<file path="config.mk">
export PLATFORM = sky130hd
export DESIGN_NAME = writeback_stage
export DESIGN_NICKNAME = d
export VERILOG_FILES = /design/src/rtl/writeback_stage_pkg.sv /design/src/rtl/writeback_stage_load_extend.sv /design/src/rtl/writeback_stage.sv
export SDC_FILE = /design/constraint.sdc
export NUM_CORES = 1
export LEC_CHECK = 0
export CORE_ASPECT_RATIO = 1.1
export CORE_MARGIN = 4
export CORE_UTILIZATION = 40
export DETAILED_ROUTE_END_ITERATION = 8
export PLACE_DENSITY = 0.81
export SYNTH_ARGS = -nofsm -noshare
export SYNTH_HDL_FRONTEND = slang
export SYNTH_SLANG_ARGS = --single-unit
</file>
<file path="constraint.sdc">
create_clock -name iClk -period 3.2 [get_ports iClk]
set_input_delay 0.64 -clock iClk [delete_from_list [all_inputs] [get_ports iClk]]
set_output_delay 0.64 -clock iClk [all_outputs]
set_load 0.01 [all_outputs]
</file>
<file path="src/rtl/writeback_stage_pkg.sv">
// Shared encodings for the writeback stage: result-source select, load funct3
// codes and the stage state.
package writeback_stage_pkg;

    typedef enum logic [2:0] {
        RS_ALU    = 3'd0,
        RS_MEM    = 3'd1,
        RS_PC4    = 3'd2,
        RS_UIMM   = 3'd3,
        RS_PCUIMM = 3'd4
    } result_src_e;

    typedef enum logic [2:0] {
        F3_LB  = 3'b000,
        F3_LH  = 3'b001,
        F3_LW  = 3'b010,
        F3_LBU = 3'b100,
        F3_LHU = 3'b101
    } load_funct3_e;

    typedef enum logic {
        WB_IDLE = 1'b0,
        WB_WAIT = 1'b1
    } wb_state_e;

endpackage

</file>
<file path="src/rtl/writeback_stage_load_extend.sv">
// Aligns the addressed byte/halfword/word of a raw load word to bit 0 and
// sign- or zero-extends it to XLEN.
module load_extend
    import writeback_stage_pkg::*;
#(
    parameter int XLEN = 32
) (
    input  logic [2:0]      funct3,
    input  logic [2:0]      offset,
    input  logic [XLEN-1:0] raw,
    output logic [XLEN-1:0] ext
);

    logic [2:0]      off;
    logic [2:0]      byte_idx;
    logic [XLEN-1:0] shifted;

    // On a 32-bit datapath only the low two address bits select within the word.
    assign off = (XLEN == 64) ? offset : {1'b0, offset[1:0]};

    always_comb begin
        byte_idx = off & 3'b100;
        case (funct3)
            F3_LB, F3_LBU: byte_idx = off;
            F3_LH, F3_LHU: byte_idx = off & 3'b110;
            default:       byte_idx = off & 3'b100;
        endcase

        shifted = raw >> {byte_idx, 3'b000};

        case (funct3)
            F3_LB:   ext = XLEN'($signed(shifted[7:0]));
            F3_LBU:  ext = XLEN'(shifted[7:0]);
            F3_LH:   ext = XLEN'($signed(shifted[15:0]));
            F3_LHU:  ext = XLEN'(shifted[15:0]);
            default: ext = XLEN'($signed(shifted[31:0]));
        endcase
    end

endmodule

</file>
<file path="src/rtl/writeback_stage.sv">
// Registered writeback stage: accepts retiring instructions, waits for load
// data when needed, selects the result and issues a one-cycle regfile write.
module writeback_stage
    import writeback_stage_pkg::*;
#(
    parameter int XLEN         = 32,
    parameter int RESULT_SRC_W = 3,
    parameter int REG_ADDR_W   = 5
) (
    input  logic                    iClk,
    input  logic                    iRstN,
    input  logic                    iValidM,
    output logic                    oReadyM,
    input  logic [RESULT_SRC_W-1:0] iResultSrcM,
    input  logic [2:0]              iFunct3M,
    input  logic [XLEN-1:0]         iAluResultM,
    input  logic [XLEN-1:0]         iPCM,
    input  logic [XLEN-1:0]         iUpperImmM,
    input  logic [REG_ADDR_W-1:0]   iRdM,
    input  logic                    iRegWriteM,
    input  logic                    iMemRValid,
    input  logic [XLEN-1:0]         iMemRData,
    input  logic                    iFlushW,
    output logic                    oRegWriteW,
    output logic [REG_ADDR_W-1:0]   oRdW,
    output logic [XLEN-1:0]         oRegDataInW,
    output logic                    oBusyW
);

    wb_state_e               state_reg, state_next;
    logic [2:0]              funct3_reg;
    logic [2:0]              offset_reg;
    logic [REG_ADDR_W-1:0]   rd_reg;
    logic                    regwrite_reg;

    logic                    regwrite_w_reg;
    logic [REG_ADDR_W-1:0]   rd_w_reg;
    logic [XLEN-1:0]         data_w_reg;

    logic                    accept;
    logic                    is_load;
    logic                    issue;
    logic [RESULT_SRC_W-1:0] sel_src;
    logic [REG_ADDR_W-1:0]   sel_rd;
    logic                    sel_regwrite;
    logic [XLEN-1:0]         load_data;
    logic [XLEN-1:0]         result;

    assign oReadyM = (state_reg == WB_IDLE);
    assign oBusyW  = (state_reg == WB_WAIT);
    assign accept  = iValidM && oReadyM;
    assign is_load = (iResultSrcM == RESULT_SRC_W'(RS_MEM));

    // Non-loads retire straight from the M-side inputs; loads from the held copy.
    assign issue = !iFlushW &&
                   ((accept && !is_load) || (state_reg == WB_WAIT && iMemRValid));

    assign sel_src      = (state_reg == WB_WAIT) ? RESULT_SRC_W'(RS_MEM) : iResultSrcM;
    assign sel_rd       = (state_reg == WB_WAIT) ? rd_reg : iRdM;
    assign sel_regwrite = (state_reg == WB_WAIT) ? regwrite_reg : iRegWriteM;

    load_extend #(
        .XLEN(XLEN)
    ) u_load_extend (
        .funct3(funct3_reg),
        .offset(offset_reg),
        .raw   (iMemRData),
        .ext   (load_data)
    );

    always_comb begin
        case (sel_src)
            RESULT_SRC_W'(RS_MEM):    result = load_data;
            RESULT_SRC_W'(RS_PC4):    result = iPCM + XLEN'(4);
            RESULT_SRC_W'(RS_UIMM):   result = iUpperImmM;
            RESULT_SRC_W'(RS_PCUIMM): result = iPCM + iUpperImmM;
            default:                  result = iAluResultM;
        endcase
    end

    always_comb begin
        state_next = state_reg;
        case (state_reg)
            WB_IDLE: if (accept && is_load && !iFlushW) state_next = WB_WAIT;
            WB_WAIT: if (iFlushW || iMemRValid)         state_next = WB_IDLE;
            default:                                    state_next = WB_IDLE;
        endcase
    end

    always_ff @(posedge iClk or negedge iRstN) begin
        if (!iRstN) begin
            state_reg    <= WB_IDLE;
            funct3_reg   <= '0;
            offset_reg   <= '0;
            rd_reg       <= '0;
            regwrite_reg <= 1'b0;
        end else begin
            state_reg <= state_next;
            if (accept) begin
                funct3_reg   <= iFunct3M;
                offset_reg   <= iAluResultM[2:0];
                rd_reg       <= iRdM;
                regwrite_reg <= iRegWriteM;
            end
        end
    end

    always_ff @(posedge iClk or negedge iRstN) begin
        if (!iRstN) begin
            regwrite_w_reg <= 1'b0;
            rd_w_reg       <= '0;
            data_w_reg     <= '0;
        end else begin
            regwrite_w_reg <= issue && sel_regwrite;
            if (issue) begin
                rd_w_reg   <= sel_rd;
                data_w_reg <= result;
            end
        end
    end

    assign oRegWriteW  = regwrite_w_reg;
    assign oRdW        = rd_w_reg;
    assign oRegDataInW = data_w_reg;

endmodule

</file>
# After elaboration in Yosys (flattened, before gate mapping)
# Index checks and enable logic that the tools add are counted.
# op_classes
n_shift	1
n_bitwise	1
muxes	9
n_eq_ne	8
reduce_logical	14
n_addsub	2
# op_table
op	n
$pmux W32 S4	2
$add A32 B3 Y32 const B	1
$add A32 B32 Y32	1
$shr A32 B5 Y32	1
$eq A3 B1 Y1 const B	3
$eq A3 B3 Y1 const B	3
$logic_and A1 B1 Y1	7
$eq A3 B2 Y1 const B	2
$mux W5	1
$pmux W2 S2	1
$reduce_or A2 Y1	2
$logic_not A3 Y1	1
$mux W1	3
$mux W3	1
$logic_not A1 Y1	2
$logic_or A1 B1 Y1	2
$pmux W1 S2	1
$not A1 Y1	1
# word_totals
output_inout_bits	40
word_cells	43
input_bits	145
register_bits	50

# Depth between registers and ports, before layout
# Gate-level depths: netlist of the first run.
# logic_depth
word_depth	6
depth_mapped	11

# Hierarchy
# Synthesis of the first run repeated with hierarchy kept, for this count alone.
# unflattened
hier_cells	749
area_unflattened_um2	5915.7
# modules_own_cells
module	seq_area_each_um2	cells_per_inst	n_inst	area_per_inst_um2
writeback_stage	1276.2	644	1	5146.2
load_extend	0.0	105	1	769.5

# Least setup slack after synthesis of the first run
# Ideal clock, no wire load.
# synth_timing
path_kind	input to register
start	input iPCM[1]
end	register data_w_reg[31] (netlist: oRegDataInW[31])
path_buffers	0
stages	9
slack_ps	270
t_arrival_ps	2801
required_ps	3071
setup_ps	129
path_cell_list	ha_1 > a211oi_2 > o211ai_1 > a221oi_4 > a21oi_2 > o31a_1 > a311o_1 > nor4_1 > o31ai_1
# synth_between
elab_chain_len	2
elab_cells_between_ends	3
classes_between	add/sub: 2; mux: 1
# synth_rtl
element	line_no	text
start, declared	writeback_stage.sv:17	input logic [XLEN-1:0] iPCM,
$add A32 B32 Y32 or $add A32 B3 Y32 (tied branches)	writeback_stage.sv:76, writeback_stage.sv:74	
$pmux W32 S4 (*)	writeback_stage.sv:72	case (sel_src)
end signal, assigned	writeback_stage.sv:117	data_w_reg <= result;
end, declared	writeback_stage.sv:38	logic [XLEN-1:0] data_w_reg;
# Mark *: on every way between the ends. The rest lies on a longest branch, timed or not.
# A chain may end at the register's enable or synchronous reset.

# Worst setup path after layout of the first run
# layout_timing
start	input iPCM[1]
end	register data_w_reg[15] (netlist: oRegDataInW[15])
# Same word-level chain as after synthesis.

==> out/results.txt, run 1 <==
outcome = complete, no violations
simple-gate share of the synthesized area = 19.6%
final cell count without fillers = 1103
die area = 15400 um^2
Total Nets Final = 1119
number of synthesized flops with an enable pin = 0
Net Sw Power = 1.05 mW
total global routing overflow = 0
CP bufs+invs = 3
CTS Sinks = 50
total routing usage reported by global routing = 28.1%
antenna violation net count after detailed routing = 0
worst-case clock buffer depth = 2
P_leak = 3.40 nW
post-synth top area cell = dfrtp_1
Required @ worst endpoint = 3430 ps
HPWL after DPL = 18000 um
WL/cell = 20.5 um
share of cells above drive strength 1 = 16.2%
CP peak stage delay = 520 ps
CP Cell Sequence = clkdlybuf4s50_1 -> ha_4 -> a211oi_2 -> o211ai_1 -> a221oi_4 -> buf_4 -> buf_4 -> a21oi_1 -> a311oi_1 -> xnor2_1 -> nand2_1 -> a31oi_1
Post-Route Setup TNS = 0 ps
CTS buffer count = 5
mux contribution to synthesized area = 6.91%
Worst Hold Class = primary input to async pin
final worst slack = 64.9 ps
Gate power share = 50.3%
worst-path fanout max = 3
critical path endpoint category = flop
syn_nets = 870
initial drt markers = 738
clk_lat worst skew = 300 ps
total power = 2.85 mW
Reg power frac = 28.8%
RSZ-0062 raised after global routing = true
CTS Hold Bufs = 0
YS warnings = 0
fin. max-slew vios = 0
largest net degree at the start of global routing = 30
fmax = 319 MHz
max FFs per register = 32
Root Buffer = clkbuf_16
Area growth, synth to finish = 53.5%
RD Place Congestion = 0.959
post-synth top area share = 23.2%
DR vias/cell = 6.09
Post-synth ARST share = 100%
Power Dens Cells = 344 nW/um^2
Synth Area in Compound Gates = 30.0%
CTS H-tree depth = 2
Rows = 44
commonest non-fill, non-tap cell in the layout = clkdlybuf4s50_1
flops & latches, synth = 50
Final Cycle Share = 98.0%
Crit Path Class = primary input to flop
first-pass GRT wire length = 34700 um
adder-cell share of the synthesized area = 7.79%
synth unique cells = 61
synth top area cells = dfrtp_1 (23%), ha_1 (7.4%), o21ai_0 (7.1%), a21oi_1 (6.0%), nand2_1 (5.8%)
layout filler cell count = 1133
Max-Cap Viols = 0
Setup crit start kind = primary input
crit path DAT = 3370 ps
clk slew on worst S/H paths = 80 ps
largest family of logic cells by synthesized area = compound AO/OA/AOI/OAI gates
initial antenna violation count = 0
Die X = 119 um
VDD IR-drop max = 199 uV
# IOs = 185
Finished Cell Area = 8280 um^2
final hold violations = 0
Crit path max-delay family = compound AO/OA/AOI/OAI gates
Slew Limit Headroom = 53.7%
Worst Skew = 7.37 ps
Reg2Reg Setup Slack = 650 ps
highest-count cells in the layout ignoring fill and taps = clkdlybuf4s50_1 (182), buf_4 (99), nand2_1 (83)
worst slew pin tran = 695 ps
syn_area_per_cell = 7.80 um^2
Core ar. = 13200 um^2
placed inst area = 8020 um^2
most used cell, CP = buf_4
Post-Synth XOR/XNOR Area = 8.44%
min Tclk post-route = 3140 ps
initial core utilization = 40.8%
post-place setup slack = -372 ps
Die Y = 130 um
placed insts = 1091
Via Count = 6722
synthesized area = 5400 um^2
slowest stage cell, crit path = clkdlybuf4s50_1
total routed wirelength = 22700 um
DRT Pass-1 Iters = 9
final setup vio count = 0
post-synthesis sequential area ratio = 23.2%
internal cell power = 1.80 mW
Syn Inst Count = 692
Sw Ratio = 36.9%
PortBufs = 184
clock power share = 20.9%
CTS tree = done
ANT cells = 0
vias in the first global route = 6538
DRC = 0
ys flop type = dfrtp_1
[per-stage QoR]
stage	util, %	hold WS [ps]
floorplan	-	344
global placement	60.7	461
detailed placement	60.7	469
CTS	61.9	338
global route	62.7	364
finish	62.7	332
[synth_stat cells, types with 3 or more instances]
library cell / instances
buf_1: 4
a21o_1: 18
and3_1: 10
a22oi_1: 8
xnor2_1: 30
a221oi_1: 14
or3_1: 10
nand3_1: 16
nor2b_1: 5
nor2_1: 37
mux2i_1: 8
a222oi_1: 5
nand2b_1: 6
o211ai_1: 13
inv_1: 16
o2111ai_1: 5
o21a_1: 3
mux4_2: 7
o221ai_1: 3
nor3b_1: 3
nand4_1: 14
mux2_2: 12
a211oi_1: 6
nor3_1: 20
o21ai_0: 76
dfrtp_1: 50
and3b_1: 3
a31oi_1: 6
xor2_1: 22
nand2_1: 83
clkbuf_1: 37
o31ai_1: 6
ha_1: 32
or2_2: 4
a21oi_1: 65
[power by group through the flow]
stage,logic (mW),registers (mW),clock network (mW)
finish,1.43,0.822,0.595
global route,1.53,0.835,0.626
CTS,1.39,0.820,0.609
detailed placement,1.38,0.831,0
global placement,1.37,0.827,0
floorplan,0.611,0.864,0
[logic make-up after synthesis]
family / count (synthesis)
XOR/XNOR: 52
flip-flops: 50
multiplexers: 27
buffers and inverters: 58
adder cells (fa/ha/maj): 33
AND/OR/NAND/NOR: 220
AO/OA/AOI/OAI: 252
[worst paths after layout]
| path | from | to | cells past startpoint |
|---|---|---|---|
| setup / recovery | iPCM[1] | oRegDataInW[15]$_DFFE_PN0P_ | 12 |
| hold / removal | iRstN | oRdW[4]$_DFFE_PN0P_ | 1 |
| setup reg to reg | oBusyW$_DFF_PN0_ | oRegDataInW[27]$_DFFE_PN0P_ | 6 |
| hold reg to reg | oRdW[4]$_DFFE_PN0P_ | oRdW[4]$_DFFE_PN0P_ | 2 |
| max in group asynchronous | iRstN | oRegDataInW[25]$_DFFE_PN0P_ | 2 |
| min in group iClk | oRdW[4]$_DFFE_PN0P_ | oRdW[4]$_DFFE_PN0P_ | 2 |
[per-layer routing]
metal	GRT usage, %	routed length, um	vias to the layer above
met5	0	0	-
met4	12.7	944	0
met3	4.33	1690	64
met2	46.9	10600	358
met1	36.2	9370	3204
li1	-	-	3096
[timing repair]
| action | 4_1_cts | 5_1_grt |
|---|---|---|
| resized for setup | 1 | 15 |
| buffers inserted | 0 | 4 |
| pin swaps | 4 | 8 |
| setup endpoints to repair | 3 | 12 |
[area by class of cell]
class | instances | area (um^2) | area share, %
tap | 161 | 201 | 2.43
sequential | 50 | 1250 | 15.1
multi-input combinational | 584 | 4010 | 48.4
clock buffer | 5 | 125 | 1.51
clock inverter | 3 | 28.8 | 0.348
timing repair buffer | 284 | 2600 | 31.4
inverter | 16 | 60.1 | 0.725
No activity file was read; power rests on OpenSTA's default activity.
==> inputs of run 2 (changes only) <==
--- a/config.mk
+++ b/config.mk
@@ -5,8 +5,8 @@
 export SDC_FILE = /design/constraint.sdc
 export NUM_CORES = 1
 export LEC_CHECK = 0
+export CAP_MARGIN = 40
 export CORE_ASPECT_RATIO = 1.1
-export CORE_MARGIN = 4
 export CORE_UTILIZATION = 40
 export DETAILED_ROUTE_END_ITERATION = 8
 export PLACE_DENSITY = 0.81
==> run 2 against run 1 <==
  * Sequential cell count did not move
  * Hold slack better by 12 ps
  * Cell area is 0.74% lower
  * Clock power is essentially flat
  * Non-clock buffer count decreased by 9
  * Final cell count fell by 0.82%
  * First-iteration DRC count shrank 13%
  * Total power fell by 0.71%
  * Core utilization down 0.20 points
  * Worst setup slack lost 20 ps
  * Count of clock-buffer cells in the layout is the same
==> out/results.txt, run 2 (synthesis results as in run 1) <==
HPWL after DPL = 17300 um
Critical path origin = iPCM[1]
CTS tree = done
crit path DAT = 3370 ps
Area growth, synth to finish = 52.3%
Crit path max-delay family = compound AO/OA/AOI/OAI gates
critical path endpoint category = flop
max FFs per register = 32
grt met1 use = 39.7%
VDD IR-drop max = 291 uV
Die X = 113 um
highest-count cells in the layout ignoring fill and taps = clkdlybuf4s50_1 (182), buf_4 (90), nand2_1 (82)
Die Y = 124 um
CTS H-tree depth = 2
fin. max-slew vios = 0
total global routing overflow = 0
Finished Core Util = 62.5%
outcome = complete, no violations
RSZ-0062 raised after global routing = true
Reg2Reg Setup Slack = 470 ps
vias in the first global route = 6202
slowest stage cell, crit path = clkdlybuf4s50_1
CP peak stage delay = 520 ps
Most Crowded Layer GR = met2
CP Cell Sequence = clkdlybuf4s50_1 -> ha_4 -> a211oi_2 -> o211ai_1 -> a221oi_4 -> a21oi_2 -> o31a_1 -> a311o_1 -> and4_1 -> o31ai_2
worst-case clock buffer depth = 2
Slew Limit Headroom = 49.7%
min Tclk post-route = 3160 ps
RD Place Congestion = 0.966
initial drt markers = 645
initial antenna violation count = 0
met2 Usage GRT = 52.0%
Power Dens Cells = 344 nW/um^2
CTS Sinks = 50
Via Count = 6573
Setup crit start kind = primary input
Total Nets Final = 1110
total routed wirelength = 22000 um
reg2reg start = funct3_reg[1]$_DFFE_PN0P_
total power = 2.83 mW
Final Cycle Share = 98.6%
final setup vio count = 0
PortBufs = 184
WL/cell = 20.1 um
Worst Hold Class = primary input to async pin
first-pass GRT wire length = 33200 um
antenna violation net count after detailed routing = 0
P_leak = 3.36 nW
Max-Cap Viols = 0
Rows = 44
worst-path fanout max = 3
commonest non-fill, non-tap cell in the layout = clkdlybuf4s50_1
DRC = 0
placed insts = 1085
DRT Pass-1 Iters = 5
ANT cells = 0
Required @ worst endpoint = 3410 ps
Crit Path Class = primary input to flop
Post-Route Setup TNS = 0 ps
die area = 14000 um^2
CTS buffer count = 5
largest net degree at the start of global routing = 30
hold_ws = 344 ps
final hold violations = 0
Worst R2R Path Depth = 9
clk_lat worst skew = 300 ps
met3 GRT Util = 4.33%
R2R Path End = oRegDataInW[23]$_DFFE_PN0P_
worst slew pin tran = 754 ps
CTS Hold Bufs = 0
CP bufs+invs = 1
# IOs = 185
share of cells above drive strength 1 = 15.5%
final cell count without fillers = 1094
total routing usage reported by global routing = 30.9%
fmax = 317 MHz
Worst Skew = 5.43 ps
clk slew on worst S/H paths = 80 ps
initial core utilization = 41.0%
DR vias/cell = 6.01
Core ar. = 13200 um^2
Root Buffer = clkbuf_16
-- run 2: worst max path at each step --
stage,end,slack [ps],cells after the start
global placement,oRegDataInW[31]$_DFFE_PN0P_,-390,10
detailed placement,oRegDataInW[31]$_DFFE_PN0P_,-430,10
global route,oRegDataInW[31]$_DFFE_PN0P_,-60,10
finish,oRegDataInW[31]$_DFFE_PN0P_,40,10
CTS,oRegDataInW[31]$_DFFE_PN0P_,-2,10
floorplan,oRegDataInW[31]$_DFFE_PN0P_,270,9
-- run 2: what timing repair did --
action                                  in CTS  in global routing
pin swaps                                    3                 10
setup buffers                                1                  0
endpoints found under the setup margin       3                 11
gates resized for setup                      0                 16
-- run 2: stage by stage --
| stage | cell area (um^2) | worst slack [ps] |
|---|---|---|
| floorplan | 5400 | 270 |
| global placement | 7980 | -391 |
| detailed placement | 7980 | -433 |
| CTS | 8140 | -1.83 |
| global route | 8220 | -55.3 |
| finish | 8220 | 44.9 |
-- run 2: report_power, final --
part	switching, mW	internal (mW)	leakage (nW)
Combinational	0.673	0.739	2.69
Clock	0.293	0.300	0.0759
Sequential	0.0765	0.747	0.597
-- run 2: worst register-to-register path: stages, from the launching register on --
cell       delay, ps
dfrtp_1          510
and3b_1          240
a2111oi_0        600
a211oi_1         150
o21a_1           330
buf_4            200
o21ai_0          130
o211ai_1         140
a21oi_1          250
nor3_1            90
-- run 2: layer usage --
| layer | vias to the layer above | wire length, um |
|---|---|---|
| li1 | 3076 | - |
| met1 | 3055 | 8970 |
| met2 | 377 | 10100 |
| met3 | 65 | 1920 |
| met4 | 0 | 967 |
| met5 | - | 0 |
-- run 2: layout make-up --
class,instances,area [um^2]
Clock buffer,5,125
Clock inverter,3,28.8
Fill cell,1152,4940
Inverter,16,60.1
Multi-Input combinational cell,584,4020
Sequential cell,50,1250
Tap cell,161,201
Timing Repair Buffer,275,2530
==> RTL change 1, RTL diff (config.mk and constraints of run 1) <==
Make the reset (`iRstN`) synchronous in 2 clocked blocks.
--- a/src/rtl/writeback_stage.sv
+++ b/src/rtl/writeback_stage.sv
@@ -89,3 +89,3 @@
 
-    always_ff @(posedge iClk or negedge iRstN) begin
+    always_ff @(posedge iClk) begin
         if (!iRstN) begin
@@ -107,3 +107,3 @@
 
-    always_ff @(posedge iClk or negedge iRstN) begin
+    always_ff @(posedge iClk) begin
         if (!iRstN) begin
Formal check against the unedited RTL: differs if iRstN is asserted again (counterexample within 4 cycles, from zero or initial values and one cycle with iRstN low); with iRstN held inactive, the same outputs for 10 cycles.
==> RTL change 1 against run 1 <==
Clock power is 9.2% lower. Critical path depth stayed put. Synthesized area is 4.5% higher. Total power is 14% lower. Sequential power is 16% lower. Fmax is 2.5% higher. Design area is 2.1% higher. Wire length is 5.8% higher. Sequential cell count stayed put. Worst setup slack better by 76 ps. Critical endpoint is now oRegDataInW[18]$_SDFFE_PN0P_.
==> RTL change 1: results (changes against run 1) <==
* Status: completed
* GRT met1 Usage: 0.344 (-0.0176)
* Layout fillers: 1,226 (+8.2%)
* Overall Global Routing Usage: 0.284 (+0.00343)
- The non-clock inverter instance count of the final layout came to 18 (+2).
- Syn nets: 938 (+7.8%)
* Sw frac: 0.366 (-0.00284)
- Transition time at the pin with the least slew margin: 742 ps (+46.5 ps)
* Routing usage on met3: 0.0457 (+0.00240)
* Met2 GRT Util: 0.482 (+0.0127)
* Syn Inst Count: 760 (+9.8%)
* Comb power frac: 0.498 (-0.005)
- Highest Clock Rate: 0.327 GHz (+2.5%)
* Data arrival, critical path: 3280 ps (-90 ps)
* Worst reg2reg path depth: 8 (+2)
- R2r endpoint: oRegDataInW[29]$_SDFFE_PN0P_
- Cell Int Power: 1.55 mW (-14%)
- The half-perimeter wire length after placement is 19,500 µm (+8.5%).
* Leakage power: 3.41 nW (+0.54%)
- Multi-input gate share of total cell area: 0.519 (+0.0342)
- The startpoint identified for the worst register-to-register timing path is funct3_reg[0]$_SDFFE_PN0P_.
* Starting DRT DRC Count: 690 (-6.5%)
* Sequential fraction of the synthesis area: 0.178 (-0.0543)
- The complex-gate fraction of the synthesized area was 0.350 (+0.0509).
- The peak per-stage delay on the critical path was 500 ps (-20 ps).
- Highest fanout seen on the critical path: 7 (+4)
- The relative area of clock buffers and inverters in the final design is 0.0164 (-0.00215).
* Setup clock skew after layout: 10.4 ps (+3.08 ps)
* Multi-input combinational cell count: 644 (+10%)
- Worst Hold Class: flip-flop to flip-flop
- The setup slack on the worst flop-to-flop path is 450 ps (-200 ps).
- The sequential share of cell area came to 0.118 (-0.0327).
-- RTL change 1: changes by cell type after synthesis, moves of 9 or more --
cell | run 1 | this run
sky130_fd_sc_hd__dfxtp_1 | 0 | 50
sky130_fd_sc_hd__dfrtp_1 | 50 | 0
sky130_fd_sc_hd__mux2i_1 | 8 | 21
sky130_fd_sc_hd__buf_2 | 1 | 12
sky130_fd_sc_hd__nand3_1 | 16 | 30
sky130_fd_sc_hd__xnor2_1 | 30 | 21
sky130_fd_sc_hd__nor3_1 | 20 | 11
sky130_fd_sc_hd__nand2_1 | 83 | 103
sky130_fd_sc_hd__o21ai_0 | 76 | 62
sky130_fd_sc_hd__a21boi_0 | 0 | 12
-- RTL change 1: repair_timing --
action | in CTS | in global routing
gates resized for setup | 0 | 4
endpoints found under the setup margin | 0 | 11
endpoints found under the hold margin | 0 | 0
-- RTL change 1: per-stage QoR --
stage	hold WS [ps]	utilization
after detailed placement	445	0.601
after floorplan	443	-
after global placement	435	0.601
after CTS	453	0.611
after global routing	477	0.613
final	453	0.613
==> RTL change 2, RTL diff (flow settings as in run 1) <==
Without the edit above. `REG_ADDR_W`: 5 -> 4.
--- a/src/rtl/writeback_stage.sv
+++ b/src/rtl/writeback_stage.sv
@@ -7,3 +7,3 @@
     parameter int RESULT_SRC_W = 3,
-    parameter int REG_ADDR_W   = 5
+    parameter int REG_ADDR_W   = 4
 ) (
Ports: changed (resized iRdM and oRdW); port bits go from 185 to 183. No check against the original RTL was run, so the function may have changed too.
==> RTL change 2 against run 1 <==
Register-to-register slack about the same. Synthesized area rose by 3.4%. Wire length up 10%. Total power up 4.0%. Hold slack improved by 140 ps. Synthesized cell count increased by 8.1%. Design area increased by 4.9%. Critical path type unchanged. Worst setup slack better by 67 ps. Sequential cell count fell by 2. Global-route usage is 1.5 points higher. Via count grew 6.5%.
==> RTL change 2: results (changes against run 1) <==
- Detail-routed via count per cell: 5.95 (-2.4%)
* Met2 GRT Util: 0.489 (+0.0194)
- Worst slack at placement: -232 ps (+140 ps)
- Number of H-tree branching levels: 2 (unchanged)
* Number of synthesis warnings: 0 (unchanged)
* Data arrival, critical path: 3290 ps (-80 ps)
- Overall Global Routing Usage: 0.296 (+0.0155)
- Critical Path Source: iUpperImmM[20]
- Last weighted congestion value of the routability-driven placer: 1.05 (+9.2%)
* Worst reg2reg path depth: 8 (+2)
- Most used flip-flop cell after synthesis: sky130_fd_sc_hd__dfrtp_1
* Syn Inst Count: 748 (+8.1%)
* Setup clock skew after layout: 6.32 ps (-1.04 ps)
- The path with the worst hold slack has its endpoint at rd_reg[2]$_DFFE_PN0P_.
- Worst Hold Class: flip-flop to flip-flop
- Along the worst hold path, the cell count comes to 2.
- In this run the critical register-to-register path is captured at oRegDataInW[21]$_DFFE_PN0P_.
- Drc violations: 0 (unchanged)
- The power density over the cells was 341 mW/mm² (-0.80%).
* Synth top area cells: sky130_fd_sc_hd__dfrtp_1 22%, sky130_fd_sc_hd__ha_1 7.2%, sky130_fd_sc_hd__nand2_1 6.7%
* Top cells by count, synth: 100 x sky130_fd_sc_hd__nand2_1, 71 x sky130_fd_sc_hd__o21ai_0, 63 x sky130_fd_sc_hd__a21oi_1
- The actual transition at the worst max-transition pin came to 1100 ps (+403 ps).
* TritonRoute pass-1 iters: 5 (-4)
* Critical register-to-register path startpoint: offset_reg[1]$_DFFE_PN0P_
- The count of input and output buffers was 182 (-1.1%).
- GRT met1 Usage: 0.369 (+0.00741)
- Total number of vias: 7,156 (+6.5%)
* Worst vdd ir: 249 µV (+25%)
- Sequential fraction of the synthesis area: 0.215 (-0.0165)
- Status: completed
- The tree is rooted in a sky130_fd_sc_hd__clkbuf_16.
- Post-layout nets: 1,195 (+6.8%)
- Detailed-placement wirelength estimate: 20,200 µm (+12%)
* Fraction of final layout cells sized beyond drive strength 1: 0.165 (+0.00245)
- The number of global-route vias before repair came to 6,979 (+6.7%).
- The worst slack on hold paths is 476 ps (+144 ps).
* First-pass GRT wire length: 37,500 µm (+7.9%)
- The post-synth net total was 925 (+6.3%).
- The worst hold path begins at rd_reg[2]$_DFFE_PN0P_.
- Avg WL per Cell: 20.7 µm (+0.90%)
- Number of unique standard cell types used by synthesis: 70 (+15%)
* Leakage power: 3.59 nW (+5.7%)
- Routing usage on met3: 0.0558 (+0.0124)
- The number of violations reported at the end of detailed-routing iteration 0 was 790 (+7.0%).
- Highest fanout seen on the critical path: 3 (unchanged)
- The largest net degree at the start of global routing came to 49 (+63%).
==> RTL change 2: cell types whose count changed in the layout (fill, tap and decap cells not counted), moves of 6 or more <==
cell,before,now
sky130_fd_sc_hd__mux2_2,12,1
sky130_fd_sc_hd__nor2_1,36,56
sky130_fd_sc_hd__a221oi_1,14,25
sky130_fd_sc_hd__nor2b_1,4,19
sky130_fd_sc_hd__nor3_1,18,28
sky130_fd_sc_hd__o211ai_1,13,7
sky130_fd_sc_hd__buf_4,99,122
sky130_fd_sc_hd__nand2_1,83,100
sky130_fd_sc_hd__a21o_1,18,7
sky130_fd_sc_hd__inv_1,16,29
==> RTL change 2: power breakdown <==
part	switching (mW)	leakage (nW)	internal, mW
logic	0.756	2.93	0.792
registers	0.0779	0.576	0.721
clock network	0.246	0.0804	0.372
==> RTL change 2: how the worst max path moves through the flow <==
stage | depth (start not counted) | slack, ps | end
2_1_floorplan | 11 | 450 | oRegDataInW[26]$_DFFE_PN0P_
3_3_place_gp | 12 | -150 | oRegDataInW[14]$_DFFE_PN0P_
3_5_place_dp | 12 | -230 | oRegDataInW[14]$_DFFE_PN0P_
4_1_cts | 12 | 60 | oRegDataInW[14]$_DFFE_PN0P_
5_1_grt | 12 | -5 | oRegDataInW[20]$_DFFE_PN0P_
6_report | 9 | 130 | oRegDataInW[29]$_DFFE_PN0P_
==> RTL change 2: kinds of logic after synthesis <==
family,share of synthesized area
AO/OA/AOI/OAI,0.287
XOR/XNOR,0.0817
adder cells (fa/ha/maj),0.0754
buffers and inverters,0.0554
flip-flops,0.215
multiplexers,0.0438
AND/OR/NAND/NOR,0.242
==> RTL change 2: layout make-up <==
class                      instances  area, µm²
clock inverter                     3       46.3
inverter                          29        109
fill                            1161       4750
sequential                        48       1200
tap                              184        230
timing repair buffer             309       2830
clock buffer                       5        125
multi-input combinational        625       4140
==> RTL change 2: routing by layer <==
| layer | part of all wire | vias to the layer above |
|---|---|---|
| met5 | 0 | - |
| met4 | 0.058 | 0 |
| met3 | 0.10 | 86 |
| met2 | 0.46 | 452 |
| met1 | 0.38 | 3322 |
| li1 | - | 3296 |
==> RTL change 2: what timing repair did <==
action                                  in CTS  in global routing
resized for setup                            0                  8
endpoints found under the setup margin       0                  6
hold buffers                                 0                  0
==> RTL change 2: through the flow <==
| stage | cell area, µm² | setup TNS [ps] | power [mW] |
|---|---|---|---|
| after global placement | 8470 | -528 | 2.29 |
| final | 8680 | 0 | 2.96 |
| after CTS | 8640 | 0 | 2.93 |
| after detailed placement | 8470 | -1200 | 2.32 |
| after floorplan | 5580 | 0 | 1.48 |
| after global routing | 8680 | -4.58 | 3.10 |
